===== src/rtl/scv_patch_pkg.sv =====
// scv_patch_pkg: channel-state enum, register-select enum and select-width helper.
// The register-select encoding (A=0 .. V=7) is also what the upd7800 patch port decodes.
package scv_patch_pkg;
  typedef enum logic [2:0] {CH_IDLE, CH_WAIT, CH_ARMED, CH_PEND, CH_DONE} chan_state_t;
  typedef enum logic [2:0] {PR_A, PR_B, PR_C, PR_D, PR_E, PR_H, PR_L, PR_V} patch_reg_t;
  function automatic int sel_w(input int n);
    return n > 1 ? $clog2(n) : 1;
  endfunction
endpackage


===== src/rtl/scv_boot_patch_if.sv =====
// scv_boot_patch_if: config, CPU fetch-watch and patch-write signals of scv_boot_patch.
// master: the scv/CPU side (drives EN, CFG_*, CPU_*; receives PATCH_*, FIRED, BUSY).
// slave:  the patch engine.
interface scv_boot_patch_if import scv_patch_pkg::*; #(
  parameter int NCH = 4,
  parameter int AW = 16,
  parameter int DW = 8,
  parameter int TW = 24
);
  localparam int SW = sel_w(NCH);
  logic EN;
  logic CFG_WE;
  logic [SW-1:0] CFG_SEL;
  logic [AW-1:0] CFG_PC;
  patch_reg_t CFG_REG;
  logic [DW-1:0] CFG_VAL;
  logic [TW-1:0] CFG_DELAY;
  logic CPU_CE;
  logic CPU_FETCH;
  logic [AW-1:0] CPU_PC;
  logic PATCH_WE;
  patch_reg_t PATCH_REG;
  logic [DW-1:0] PATCH_VAL;
  logic [NCH-1:0] FIRED;
  logic BUSY;
  modport master (
    output EN, CFG_WE, CFG_SEL, CFG_PC, CFG_REG, CFG_VAL, CFG_DELAY, CPU_CE, CPU_FETCH, CPU_PC,
    input PATCH_WE, PATCH_REG, PATCH_VAL, FIRED, BUSY
  );
  modport slave (
    input EN, CFG_WE, CFG_SEL, CFG_PC, CFG_REG, CFG_VAL, CFG_DELAY, CPU_CE, CPU_FETCH, CPU_PC,
    output PATCH_WE, PATCH_REG, PATCH_VAL, FIRED, BUSY
  );
endinterface


===== src/rtl/scv_patch_chan.sv =====
// scv_patch_chan: one watch-and-patch channel (state, arm-delay counter, PC compare, stored REG/VAL).
// Ports: clk, rst (sync, active-high); en global enable; load = this channel's config write;
// grant from the top arbiter; cpu_ce/cpu_fetch/cpu_pc fetch watch;
// pend/busy/fired status; rg/val the stored write payload.
module scv_patch_chan import scv_patch_pkg::*; #(
  parameter int AW = 16,
  parameter int DW = 8,
  parameter int TW = 24
) (
  input  logic clk,
  input  logic rst,
  input  logic en,
  input  logic load,
  input  logic [AW-1:0] cfg_pc,
  input  patch_reg_t cfg_reg,
  input  logic [DW-1:0] cfg_val,
  input  logic [TW-1:0] cfg_delay,
  input  logic cpu_ce,
  input  logic cpu_fetch,
  input  logic [AW-1:0] cpu_pc,
  input  logic grant,
  output logic pend,
  output logic busy,
  output logic fired,
  output patch_reg_t rg,
  output logic [DW-1:0] val
);
  chan_state_t state, state_n;
  logic [TW-1:0] cnt;
  logic [AW-1:0] pc;
  logic hit;
  assign hit = en && cpu_ce && cpu_fetch && cpu_pc == pc;
  // Leaving WAIT when the counter shows 1 makes a delay D loaded in cycle L arm at L+D+1.
  always_comb
    state_n = load ? (cfg_delay == '0 ? CH_ARMED : CH_WAIT) :
              (state == CH_WAIT && en && cnt == TW'(1)) ? CH_ARMED :
              (state == CH_ARMED && hit) ? CH_PEND :
              (state == CH_PEND && grant) ? CH_DONE : state;
  always_ff @(posedge clk) begin
    if (rst) begin
      state <= CH_IDLE;
      cnt <= '0;
      pc <= '0;
      rg <= PR_A;
      val <= '0;
    end else begin
      state <= state_n;
      if (load) begin
        cnt <= cfg_delay;
        pc <= cfg_pc;
        rg <= cfg_reg;
        val <= cfg_val;
      end else if (state == CH_WAIT && en) begin
        cnt <= cnt - TW'(1);
      end
    end
  end
  assign pend = state == CH_PEND;
  assign busy = state inside {CH_WAIT, CH_ARMED, CH_PEND};
  assign fired = state == CH_DONE;
endmodule


===== src/rtl/scv_boot_patch.sv =====
// scv_boot_patch: multi-channel PC watch-and-patch engine emitting one register-write strobe per match.
// Ports: CLK system clock; RES sync active-high reset; bus (scv_boot_patch_if.slave) carrying
// EN, CFG_* channel load, CPU_* fetch watch, PATCH_* write strobe, FIRED flags and BUSY.
module scv_boot_patch import scv_patch_pkg::*; #(
  parameter int NCH = 4,
  parameter int AW = 16,
  parameter int DW = 8,
  parameter int TW = 24
) (
  input logic CLK,
  input logic RES,
  scv_boot_patch_if.slave bus
);
  logic [NCH-1:0] load, pend, busy, fired, elig, grant;
  patch_reg_t rg [NCH];
  logic [DW-1:0] val [NCH];
  patch_reg_t sel_reg, last_reg;
  logic [DW-1:0] sel_val, last_val;
  logic we;
  for (genvar i = 0; i < NCH; i++) begin : g_ch
    assign load[i] = bus.CFG_WE && int'(bus.CFG_SEL) == i;
    scv_patch_chan #(.AW(AW), .DW(DW), .TW(TW)) u_chan (
      .clk(CLK),
      .rst(RES),
      .en(bus.EN),
      .load(load[i]),
      .cfg_pc(bus.CFG_PC),
      .cfg_reg(bus.CFG_REG),
      .cfg_val(bus.CFG_VAL),
      .cfg_delay(bus.CFG_DELAY),
      .cpu_ce(bus.CPU_CE),
      .cpu_fetch(bus.CPU_FETCH),
      .cpu_pc(bus.CPU_PC),
      .grant(grant[i]),
      .pend(pend[i]),
      .busy(busy[i]),
      .fired(fired[i]),
      .rg(rg[i]),
      .val(val[i])
    );
  end
  // A channel being reloaded this cycle loses its pending write; reset cancels any strobe.
  assign elig = RES ? '0 : pend & ~load;
  // Isolate the lowest set bit: lowest channel index wins.
  assign grant = elig & (~elig + NCH'(1));
  assign we = |grant;
  always_comb begin
    sel_reg = PR_A;
    sel_val = '0;
    for (int k = 0; k < NCH; k++)
      if (grant[k]) begin
        sel_reg = rg[k];
        sel_val = val[k];
      end
  end
  always_ff @(posedge CLK) begin
    if (RES) begin
      last_reg <= PR_A;
      last_val <= '0;
    end else if (we) begin
      last_reg <= sel_reg;
      last_val <= sel_val;
    end
  end
  assign bus.PATCH_WE = we;
  assign bus.PATCH_REG = we ? sel_reg : last_reg;
  assign bus.PATCH_VAL = we ? sel_val : last_val;
  assign bus.FIRED = fired;
  assign bus.BUSY = |busy;
endmodule


===== src/flat_wrapper.sv =====
// flat-port wrapper written by rule: the top's interface ports become plain ports
module scv_boot_patch_flat import scv_patch_pkg::*;
#(
  parameter int NCH = 4,
  parameter int AW = 16,
  parameter int DW = 8,
  parameter int TW = 24
)
  (CLK, RES, bus_EN, bus_CFG_WE, bus_CFG_SEL, bus_CFG_PC, bus_CFG_REG, bus_CFG_VAL, bus_CFG_DELAY, bus_CPU_CE, bus_CPU_FETCH, bus_CPU_PC, bus_PATCH_WE, bus_PATCH_REG, bus_PATCH_VAL, bus_FIRED, bus_BUSY);
  scv_boot_patch_if #(.NCH(NCH), .AW(AW), .DW(DW), .TW(TW)) bus_i ();
  input logic CLK;
  input logic RES;
  input wire logic [$bits(bus_i.EN)-1:0] bus_EN;
  input wire logic [$bits(bus_i.CFG_WE)-1:0] bus_CFG_WE;
  input wire logic [$bits(bus_i.CFG_SEL)-1:0] bus_CFG_SEL;
  input wire logic [$bits(bus_i.CFG_PC)-1:0] bus_CFG_PC;
  input wire logic [$bits(bus_i.CFG_REG)-1:0] bus_CFG_REG;
  input wire logic [$bits(bus_i.CFG_VAL)-1:0] bus_CFG_VAL;
  input wire logic [$bits(bus_i.CFG_DELAY)-1:0] bus_CFG_DELAY;
  input wire logic [$bits(bus_i.CPU_CE)-1:0] bus_CPU_CE;
  input wire logic [$bits(bus_i.CPU_FETCH)-1:0] bus_CPU_FETCH;
  input wire logic [$bits(bus_i.CPU_PC)-1:0] bus_CPU_PC;
  output wire logic [$bits(bus_i.PATCH_WE)-1:0] bus_PATCH_WE;
  output wire logic [$bits(bus_i.PATCH_REG)-1:0] bus_PATCH_REG;
  output wire logic [$bits(bus_i.PATCH_VAL)-1:0] bus_PATCH_VAL;
  output wire logic [$bits(bus_i.FIRED)-1:0] bus_FIRED;
  output wire logic [$bits(bus_i.BUSY)-1:0] bus_BUSY;
  assign bus_i.EN = bus_EN;
  assign bus_i.CFG_WE = bus_CFG_WE;
  assign bus_i.CFG_SEL = bus_CFG_SEL;
  assign bus_i.CFG_PC = bus_CFG_PC;
  assign bus_i.CFG_REG = bus_CFG_REG;
  assign bus_i.CFG_VAL = bus_CFG_VAL;
  assign bus_i.CFG_DELAY = bus_CFG_DELAY;
  assign bus_i.CPU_CE = bus_CPU_CE;
  assign bus_i.CPU_FETCH = bus_CPU_FETCH;
  assign bus_i.CPU_PC = bus_CPU_PC;
  assign bus_PATCH_WE = bus_i.PATCH_WE;
  assign bus_PATCH_REG = bus_i.PATCH_REG;
  assign bus_PATCH_VAL = bus_i.PATCH_VAL;
  assign bus_FIRED = bus_i.FIRED;
  assign bus_BUSY = bus_i.BUSY;
  scv_boot_patch #(.NCH(NCH), .AW(AW), .DW(DW), .TW(TW)) u_core (.CLK(CLK), .RES(RES), .bus(bus_i));
endmodule

===== config.mk =====
export PLATFORM = sky130hd
export DESIGN_NAME = scv_boot_patch_flat
export DESIGN_NICKNAME = d
export VERILOG_FILES = /design/src/rtl/scv_patch_pkg.sv /design/src/rtl/scv_boot_patch_if.sv /design/src/rtl/scv_patch_chan.sv /design/src/rtl/scv_boot_patch.sv /design/src/flat_wrapper.sv
export SDC_FILE = /design/constraint.sdc
export NUM_CORES = 1
export LEC_CHECK = 0
export ABC_AREA = 0
export BUFFER_PORTS_ARGS = -buffer_cell sky130_fd_sc_hd__clkbuf_2
export CAP_MARGIN = 5
export CORE_ASPECT_RATIO = 1.75
export CORE_MARGIN = 10
export CORE_UTILIZATION = 55
export CTS_BUF_LIST = sky130_fd_sc_hd__clkbuf_2
export DETAILED_ROUTE_END_ITERATION = 16
export PLACE_DENSITY = 0.74
export SLEW_MARGIN = 20
export SYNTH_ARGS = -nofsm -noshare
export SYNTH_HDL_FRONTEND = slang
export SYNTH_SLANG_ARGS = --single-unit

===== constraint.sdc =====
create_clock -name CLK -period 7 [get_ports CLK]
set_clock_uncertainty 0.15 [all_clocks]
set_input_delay 0.35 -clock CLK [delete_from_list [all_inputs] [get_ports CLK]]
set_output_delay 0.35 -clock CLK [all_outputs]
set_load 0.02 [all_outputs]

==> flow_summary.toml, run 1 <==
[floorplanning]
die_height_um = 207
fp.dieW_um = 127
die_area_um2 = 26200
core_um2 = 19700
io_pins = 92
start_util = 0.558
rows = 68

[timing]
fin_ws_ns = 2.46
hold_viol_final = 0
max_slew_margin = 0.321
worstMarginPinSlew_ns = 1.02
rsz0062_at_grt = "false"
layout_min_cycle_time_ns = 4.54
setup_viol = 0
fin_crit_sh = 0.649
max_freq_mhz = 220
drv_slew = 0
tns_ns = 0

[detailed_routing]
post_drt_wl_per_cell_um = 18.2
drtAntennaViolNets = 0
vias = 10179
drt-met1-wl_mm = 12.6
first_pass_iters = 5
routed-wl-met2_mm = 16.5
drc = 0
routed_via_density = 5.78
maxUsedRoutingLayer = "met4"
drt_iter0_drc = 748
wl_mm = 32.0
route.met3.wl_mm = 1.56

[synthesis]
synth_edf_count = 0
synth_cells = 1352
async_flop_share = 0
synth_area_um2 = 11000
ys_ff_latch = 227
synth-main-ff-cell = "dfxtp_1"
synth-warning-count = 0
syn_avg_cell_area_um2 = 8.11
ys_types = 58
ys_top_cells_by_area = "dfxtp_1 (41%), nand2_1 (8.9%), xnor2_1 (7.5%)"
synth_area_leader_cell = "dfxtp_1"
synth.net_count = 1435
yosysSeqAreaShare = 0.414
synth_top_area_frac = 0.414

[clocking]
cts_sinks = 227
holdBufCountCts = 64
clk_pin_slew_ns = 0.11
numCtsBuffers = 52
clkLatencyLatePin_ns = 0.86
clockBufferDepth = 3
cts-root-buf = "clkbuf_2"
cts_tree = "built"
ctsResizeCount = 0
post_cts_buffers = 0
h-tree-depth = 2

[layout]
layout.nets = 1559
drive_above_1_share = 0.133
largest_register = "u_core.g_ch.u_chan.cnt"
largest_register_ffs = 96
area_growth_pct = 14.7
top_regs = "u_core.g_ch.u_chan.cnt: 96 flops, u_core.g_ch.u_chan.pc: 64 flops, u_core.g_ch.u_chan.val: 32 flops"
final_common_cell = "nand2_1"
final_cell_mix = "nand2_1 (260), dfxtp_1 (227), clkbuf_2 (166)"

[grt]
grt_first_pass_wirelength_mm = 52.2
globalRouteTotalUtil = 0.241
grt_pass1_vias = 10331
overflow = 0
grt_max_degree = 154
antenna_found_initial = 1

[pwr]
pwr-share-comb = 0.142
p_switching_uw = 805
switching_share = 0.306
seq_power_share = 0.533
power_density_nw_per_um2 = 209
p_clk_frac = 0.326
internal-power_uw = 1830
ir_drop_v = 0.000149
leakage_uw = 0.00471

[place]
dp_hpwl_mm = 21.1
dp_slack_ns = 3.28
place.gp.congestion = 0.875
io_buffers = 91

[worst_hold_path]
hold_class = "in -> reg"
hold_start = "bus_CPU_PC[15]"
hold_end = "u_core.g_ch[1].u_chan.state[1]"
min_path_cells = 5

[worst_setup_path]
cp-end-kind = "output pin"
startpoint = "RES"
cp.required_ns = 6.50
start_kind = "input pin"
worst-setup-path-type = "in -> out"
crit_path_max_fanout = 153
critPathArrivalTime_ns = 4.04
r2r-start = "u_core.g_ch[1].u_chan.state[2]"
reg2reg_depth = 6
slowest_stage = "nor2_1"
r2r_end = "u_core.last_val[3]"
cp_cell_sequence = "dlygate4sd3_1 > clkbuf_8 > nor4bb_1 > o21ai_0 > nor2_1 > a222oi_1 > mux2i_1 > clkbuf_2"
r2r_slack_ns = 3.96
slowest_delay_ns = 0.79

[run]
cap_violations = 0

[status]
status = "finished clean"
routing by layer:
metal  vias to the layer above  global-route usage
met5                         -                   0
met4                         0               0.122
met3                        83              0.0455
met2                       295               0.442
met1                      4828               0.258
li1                       4973                   -
logic make-up (layout without fill, tap and decap cells):
family | Yosys count | in the layout | synth area share
AO/OA/AOI/OAI | 250 | 250 | 0.147
XOR/XNOR | 151 | 151 | 0.121
adder cells (fa/ha/maj) | 8 | 8 | 0.00912
buffers and inverters | 106 | 269 | 0.0380
flip-flops | 227 | 227 | 0.414
multiplexers | 23 | 23 | 0.0211
other | 0 | 1 | 0
AND/OR/NAND/NOR | 587 | 587 | 0.250
power by group through the flow:
stage          clock network, µW  registers [µW]  logic, µW
3_3_place_gp                   0            1430        337
2_1_floorplan                  0            1420        236
4_1_cts                      873            1400        370
6_report                     858            1400        373
3_5_place_dp                   0            1430        341
5_1_grt                      943            1410        411
layout make-up:
cell class	instances	area (µm²)
diodes	1	2.50
clock buffers	76	380
clock inverters	17	91.3
fillers	1777	7070
inverters	11	41.3
multi-input cells	1019	6030
flip-flops and latches	227	4540
well taps	245	307
repair buffers	165	1180
metrics by stage:
stage / utilization / instance area [µm²] / hold slack (ns) / power (µW) / std cells
after global routing: 0.640 / 12600 / 0.0740 / 2770 / 1761
final: 0.640 / 12600 / 0.0624 / 2630 / 1761
after floorplan: - / 11000 / 0.284 / 1650 / 1352
after CTS: 0.640 / 12600 / 0.00486 / 2640 / 1760
after global placement: 0.583 / 11500 / 0.292 / 1770 / 1603
after detailed placement: 0.583 / 11500 / 0.298 / 1770 / 1603
cell usage after synthesis (8+ instances only):
| library cell | count |
|---|---|
| nor2b_1 | 12 |
| nor4_1 | 34 |
| or3_1 | 13 |
| nand4_1 | 13 |
| dfxtp_1 | 227 |
| xnor2_1 | 94 |
| or4_1 | 16 |
| nor2_1 | 137 |
| mux2i_1 | 22 |
| a21oi_1 | 116 |
| xor2_1 | 57 |
| ha_1 | 8 |
| clkbuf_1 | 81 |
| nand2_1 | 260 |
| nand3_1 | 20 |
| a222oi_1 | 11 |
| inv_1 | 10 |
| nor3_1 | 35 |
| a211oi_1 | 89 |
worst max-delay path by stage:
stage,endpoint,slack (ns),cells after the start
floorplan,bus_PATCH_VAL[2],4.19,7
global route,bus_PATCH_VAL[7],2.19,8
global placement,bus_PATCH_VAL[7],3.36,7
CTS,bus_PATCH_VAL[3],2.70,8
detailed placement,bus_PATCH_VAL[3],3.28,7
finish,bus_PATCH_VAL[3],2.46,8
critical path: cells and delay by family:
family | cells | cell delay (ns)
simple gates | 2 | 1.56
buf+inv | 3 | 1.19
compound gates | 2 | 0.59
mux | 1 | 0.22
Power figures use the tool's default switching activity.
==> run 2: changes to the inputs <==
--- a/config.mk
+++ b/config.mk
@@ -13,7 +13,7 @@
 export CORE_UTILIZATION = 55
 export CTS_BUF_LIST = sky130_fd_sc_hd__clkbuf_2
 export DETAILED_ROUTE_END_ITERATION = 16
-export PLACE_DENSITY = 0.74
+export PLACE_DENSITY = 0.77
 export SLEW_MARGIN = 20
 export SYNTH_ARGS = -nofsm -noshare
 export SYNTH_HDL_FRONTEND = slang
==> constraint.sdc (replaced) <==
create_clock -name CLK -period 3.9 [get_ports CLK]
set_clock_uncertainty 0.15 [all_clocks]
set_input_delay 0.195 -clock CLK [delete_from_list [all_inputs] [get_ports CLK]]
set_output_delay 0.195 -clock CLK [all_outputs]
set_load 0.02 [all_outputs]
==> run 2 against run 1 <==
Compared with the run above: worst hold slack better by 0.017 ns; via count rose by 3.4%; worst setup slack got worse by 2.4 ns; global-route usage about the same; sequential share of layout area fell by 1.4 points; wire length increased by 2.4%; critical path depth rose by 2; combinational power increased by 89%; final cell count is 2.8% higher; first-iteration DRC count fell by 5.3%; flip-flop and latch count stayed put; clock power is 83% higher; highest routed layer unchanged.
==> flow_summary.toml, run 2 (same netlist as run 1, synthesis figures left out) <==
[clocking]
cts_sinks = 227
cts-root-buf = "clkbuf_2"
h-tree-depth = 2
post_cts_buffers = 0
clockBufferDepth = 3
cts_tree = "built"
clk_pin_slew_ns = 0.11
clkLatencyLatePin_ns = 0.87
numCtsBuffers = 52

[timing]
max_slew_margin = 0.342
rsz0062_at_grt = "true"
drv_slew = 0
hold_viol_final = 0
layout_min_cycle_time_ns = 3.83
fin_crit_sh = 0.982
worstMarginPinSlew_ns = 0.987
setup_viol = 0
max_freq_mhz = 261
fin_ws_ns = 0.0715

[worst_setup_path]
endpoint = "bus_PATCH_REG[0]"
start_kind = "input pin"
r2r-start = "u_core.g_ch[2].u_chan.cnt[12]"
crit_path_max_fanout = 32
slowest_delay_ns = 0.58
r2r_slack_ns = 0.72
critPathArrivalTime_ns = 3.48
cp_cell_sequence = "dlygate4sd3_1 > clkbuf_2 > nor3b_2 > dlygate4sd3_1 > buf_4 > o21ai_1 > nor2_2 > a222oi_1 > mux2i_1 > clkbuf_2"
worst-setup-path-type = "in -> out"
reg2reg_depth = 8
r2r_end = "u_core.g_ch[2].u_chan.state[1]"
cp.required_ns = 3.56
slowest_stage = "dlygate4sd3_1"
startpoint = "bus_CFG_WE"
cp-end-kind = "output pin"

[grt]
grt_max_degree = 94
overflow = 0
grt_first_pass_wirelength_mm = 52.0
grt_pass1_vias = 10537
antenna_found_initial = 1
globalRouteTotalUtil = 0.241

[detailed_routing]
post_drt_wl_per_cell_um = 18.1
routed_via_density = 5.82
wl_mm = 32.8
drtAntennaViolNets = 0
drt_iter0_drc = 708
vias = 10527
drc = 0
first_pass_iters = 6

[layout]
post-route-util = 0.666
final_common_cell = "nand2_1"
final_cell_count_no_fill = 1810
largest_register = "u_core.g_ch.u_chan.cnt"
top_regs = "u_core.g_ch.u_chan.cnt: 96 flops, u_core.g_ch.u_chan.pc: 64 flops, u_core.g_ch.u_chan.val: 32 flops"
final_area_um2 = 13100
final_cell_mix = "nand2_1 (260), dfxtp_1 (227), clkbuf_2 (168)"
largest_register_ffs = 96
drive_above_1_share = 0.136
layout.nets = 1607
area_growth_pct = 19.2

[place]
dp_hpwl_mm = 21.1
place.gp.congestion = 0.885
place_area_um2 = 11500
dp.cells = 1607
dp_slack_ns = 0.693
io_buffers = 91

[pwr]
p_total_uw = 4790
leakage_uw = 0.00491
power_density_nw_per_um2 = 367
ir_drop_v = 0.000351

[worst_hold_path]
hold_class = "in -> reg"

[floorplanning]
die_height_um = 207
fp.dieW_um = 127
io_pins = 92
start_util = 0.558
die_area_um2 = 26200
rows = 68
core_um2 = 19700

[run]
cap_violations = 0

[status]
status = "finished clean"
run 2: what timing repair did:
| item | in CTS | in global routing |
|---|---|---|
| gates resized for setup | 1 | 5 |
| endpoints found under the setup margin | 11 | 11 |
| pin swaps | 0 | 1 |
| hold buffers | 107 | 0 |
| gates cloned | 0 | 1 |
| endpoints found under the hold margin | 224 | 0 |
run 2: worst min-delay path by stage:
stage / endpoint / from / depth (start not counted)
after global placement: u_core.g_ch[3].u_chan.val[5] / u_core.g_ch[3].u_chan.val[5] / 2
after detailed placement: u_core.g_ch[3].u_chan.val[4] / u_core.g_ch[3].u_chan.val[4] / 2
after global routing: u_core.g_ch[0].u_chan.cnt[1] / bus_CFG_DELAY[1] / 4
after floorplan: u_core.g_ch[3].u_chan.val[2] / bus_CFG_VAL[2] / 2
final: u_core.g_ch[0].u_chan.cnt[1] / bus_CFG_DELAY[1] / 4
after CTS: u_core.g_ch[0].u_chan.cnt[1] / bus_CFG_DELAY[1] / 4
run 2: where the power goes:
part	internal, µW	switching (µW)	total [µW]	leakage, µW
Sequential	2420	97.0	2520	0.00185
Combinational	301	404	705	0.00270
Clock	599	970	1570	0.000359
Total	3320	1470	4790	0.00491
run 2: metal layers:
layer	up-vias	part of all wire	track usage
li1	5079	-	-
met1	4953	0.38	0.252
met2	387	0.51	0.433
met3	108	0.059	0.0458
met4	0	0.051	0.152
met5	-	0	0
run 2: worst max-delay path: cells and delay by family:
family / cells / cell delay, ns
buffers and inverters: 5 / 1.99
AO/OA/AOI/OAI: 2 / 0.44
AND/OR/NAND/NOR: 2 / 0.64
multiplexers: 1 / 0.21
run 2: final cells by class:
class	count	area (µm²)
clock buffer	78	390
timing repair buffer	212	1640
inverter	11	41.3
tap	245	307
fill	1654	6570
clock inverter	16	93.8
multi-input combinational	1020	6060
sequential	227	4540
antenna	1	2.50
run 2: metrics by stage:
| step | hold slack, ns | TNS [ns] |
|---|---|---|
| after global placement | 0.292 | 0 |
| after floorplan | 0.181 | 0 |
| after CTS | 0.00427 | 0 |
| final | 0.0795 | 0 |
| after detailed placement | 0.299 | 0 |
| after global routing | 0.0307 | -0.0382 |
==> run 3: changes to the inputs <==
--- a/config.mk
+++ b/config.mk
@@ -6,7 +6,7 @@
 export NUM_CORES = 1
 export LEC_CHECK = 0
 export ABC_AREA = 0
-export BUFFER_PORTS_ARGS = -buffer_cell sky130_fd_sc_hd__clkbuf_2
+export BUFFER_PORTS_ARGS = -buffer_cell sky130_fd_sc_hd__buf_2
 export CAP_MARGIN = 5
 export CORE_ASPECT_RATIO = 1.75
 export CORE_MARGIN = 10
@@ -17,4 +17,5 @@
 export SLEW_MARGIN = 20
 export SYNTH_ARGS = -nofsm -noshare
 export SYNTH_HDL_FRONTEND = slang
+export SYNTH_HIERARCHICAL = 1
 export SYNTH_SLANG_ARGS = --single-unit
==> run 3 against run 2 <==
Compared with the run above: worst setup slack better by 0.17 ns; non-clock buffer count up 12; wire length up 5.6%; sequential share of layout area down 2.3 points; flip-flop and latch count unchanged; combinational power up 26%; maximum frequency up 4.7%; utilization up 0.13 points; sequential power about the same; first-iteration DRC count up 33%; power up 1.6%; largest power group unchanged; highest routed layer unchanged.
==> flow_summary.toml, run 3 <==
[worst_setup_path]
cp-end-kind = "output pin"
slowest_stage = "a211o_2"
worst-setup-path-type = "reg -> out"
r2r_slack_ns = 0.55
cp_cell_sequence = "inv_1 > nor3b_2 > mux2i_1 > a211o_2 > a222oi_1 > a31o_1 > o21ai_0 > buf_2"
r2r_end = "u_core/g_ch[0].u_chan/state[0]"
reg2reg_depth = 6
slowest_delay_ns = 0.54
crit_path_max_fanout = 23
start_kind = "register"
r2r-start = "u_core/g_ch[0].u_chan/cnt[9]"
cp.required_ns = 3.56
critPathArrivalTime_ns = 3.31

[synthesis]
synth_commonest_cells = "nor2_1 (241), dfxtp_1 (227), mux2i_1 (118)"
yosysMostFrequentCell = "nor2_1"
synth_area_um2 = 11800
synth_edf_count = 0
async_flop_share = 0
syn_avg_cell_area_um2 = 8.77
synth_area_leader_cell = "dfxtp_1"
synth.net_count = 1427
yosysSeqAreaShare = 0.385
synth-warning-count = 6
synth_cells = 1344
ys_ff_latch = 227
ys_top_cells_by_area = "dfxtp_1 (39%), mux2i_1 (10%), xnor2_1 (8.2%)"
synth_top_area_frac = 0.385
ys_types = 66
synth-main-ff-cell = "dfxtp_1"

[timing]
layout_min_cycle_time_ns = 3.66
hold_viol_final = 0
max_slew_margin = 0.406
tns_ns = 0
max_freq_mhz = 274
rsz0062_at_grt = "true"
fin_ws_ns = 0.244
setup_viol = 0
fin_crit_sh = 0.937
drv_slew = 0
worstMarginPinSlew_ns = 0.891

[detailed_routing]
drtAntennaViolNets = 0
drt_iter0_drc = 939
routed_via_density = 5.97
vias = 10969
wl_mm = 34.6
first_pass_iters = 6
post_drt_wl_per_cell_um = 18.8
drc = 0

[clocking]
cts_tree = "built"
post_cts_buffers = 0
cts-root-buf = "clkbuf_2"
clk_pin_slew_ns = 0.11
cts_sinks = 227
clockBufferDepth = 3
clkLatencyLatePin_ns = 0.87
h-tree-depth = 2
numCtsBuffers = 51

[place]
dp_hpwl_mm = 21.8
io_buffers = 91
dp_slack_ns = 0.908
place.gp.congestion = 0.913

[pwr]
p_total_uw = 4870
ir_drop_v = 0.000356
power_density_nw_per_um2 = 348
leakage_uw = 0.00516

[worst_hold_path]
hold_end = "u_core/g_ch[3].u_chan/pc[0]"
hold_start = "bus_CFG_PC[0]"
min_path_cells = 4
hold_class = "in -> reg"

[grt]
overflow = 0
grt_first_pass_wirelength_mm = 55.4
antenna_found_initial = 2
grt_pass1_vias = 11130
globalRouteTotalUtil = 0.245
grt_max_degree = 88

[layout]
largest_register = "u_core/g_ch.u_chan/cnt"
area_growth_pct = 18.9
drive_above_1_share = 0.156
final_cell_mix = "nor2_1 (240), dfxtp_1 (227), dlygate4sd3_1 (119)"
num-fill-cells = 1710
final_common_cell = "nor2_1"
largest_register_ffs = 96
top_regs = "u_core/g_ch.u_chan/cnt: 96 flops, u_core/g_ch.u_chan/pc: 64 flops, u_core/g_ch.u_chan/val: 32 flops"
layout.nets = 1631

[floorplanning]
start_util = 0.561
die_height_um = 214
core_um2 = 21000
die_area_um2 = 27900
rows = 70
fp.dieW_um = 131
io_pins = 92

[status]
status = "finished clean"

[run]
cap_violations = 0
run 3: changes by cell type after synthesis, sizes merged, moves of 13 or more:
cell,delta
clkbuf,-28
xor2,-24
mux2i,+96
a211oi,-33
o21ai,+13
nor3,+33
nand2,-194
nor2,+104
nor4,+21
xnor2,+17
nand4,+33
a21oi,-80
run 3: through the flow:
stage | std cells | util | area (µm²) | hold WS [ns]
floorplan | 1344 | - | 11800 | 0.117
global placement | 1628 | 0.589 | 12400 | 0.326
detailed placement | 1628 | 0.589 | 12400 | 0.331
CTS | 1835 | 0.666 | 14000 | 0.000967
global route | 1837 | 0.667 | 14000 | 0.0269
finish | 1838 | 0.667 | 14000 | 0.0399
run 3: how the worst max path moves through the flow:
stage,start,endpoint,slack (ns),depth (start not counted)
5_1_grt,u_core/g_ch[0].u_chan/state[0],bus_PATCH_VAL[7],-0.003,8
2_1_floorplan,u_core/g_ch[0].u_chan/state[0],bus_PATCH_VAL[6],1.41,8
6_report,u_core/g_ch[0].u_chan/state[0],bus_PATCH_VAL[6],0.24,8
3_3_place_gp,u_core/g_ch[0].u_chan/state[0],bus_PATCH_VAL[6],1.02,8
4_1_cts,u_core/g_ch[2].u_chan/state[0],bus_PATCH_VAL[1],0.11,9
3_5_place_dp,u_core/g_ch[0].u_chan/state[0],bus_PATCH_VAL[2],0.91,8
run 3: repair_timing:
item	4_1_cts	5_1_grt
hold endpoints to repair	227	0
resized for setup	1	4
setup endpoints to repair	10	10
cloned	0	0
hold buffers	119	0
run 3: power by group:
| group | switching, µW | total [µW] | leakage, µW | internal [µW] |
|---|---|---|---|---|
| logic | 503 | 887 | 0.00297 | 383 |
| clock network | 966 | 1460 | 0.000340 | 493 |
| registers | 100 | 2530 | 0.00185 | 2420 |
| total | 1570 | 4870 | 0.00516 | 3300 |
run 3: critical path: cells and delay by family, from the launching register on:
| family | cells | cell delay, ns |
|---|---|---|
| DFF | 1 | 0.40 |
| muxes | 1 | 0.17 |
| and+or+nand+nor | 1 | 0.36 |
| buffers and inverters | 2 | 0.32 |
| AOI/OAI and AO/OA | 4 | 1.21 |
run 3: logic make-up (layout without fill, tap and decap cells):
kind of cell               Yosys count  in the layout  synth area share
adders and majority gates            8              8           0.00849
other                                0              3                 0
DFF                                227            227             0.385
xor gates and xnor gates           144            144             0.107
and+or+nand+nor                    581            581             0.259
AOI/OAI and AO/OA                  171            171             0.107
muxes                              118            118             0.100
buffers and inverters               95            334            0.0324
run 3: area by class of cell:
| class | count | area [µm²] | area share |
|---|---|---|---|
| clock inverter | 17 | 73.8 | 0.00527 |
| multi-input combinational | 1022 | 6880 | 0.491 |
| antenna | 3 | 7.51 | 0.000536 |
| inverter | 22 | 82.6 | 0.00589 |
| sequential | 227 | 4540 | 0.324 |
| timing repair buffer | 224 | 1760 | 0.125 |
| tap | 252 | 315 | 0.0225 |
| clock buffer | 71 | 355 | 0.0254 |
run 3: per-layer routing:
metal / track usage / routed length (µm)
met1: 0.264 / 13000
met2: 0.433 / 17800
met3: 0.0534 / 2280
met4: 0.129 / 1560
met5: 0 / 0
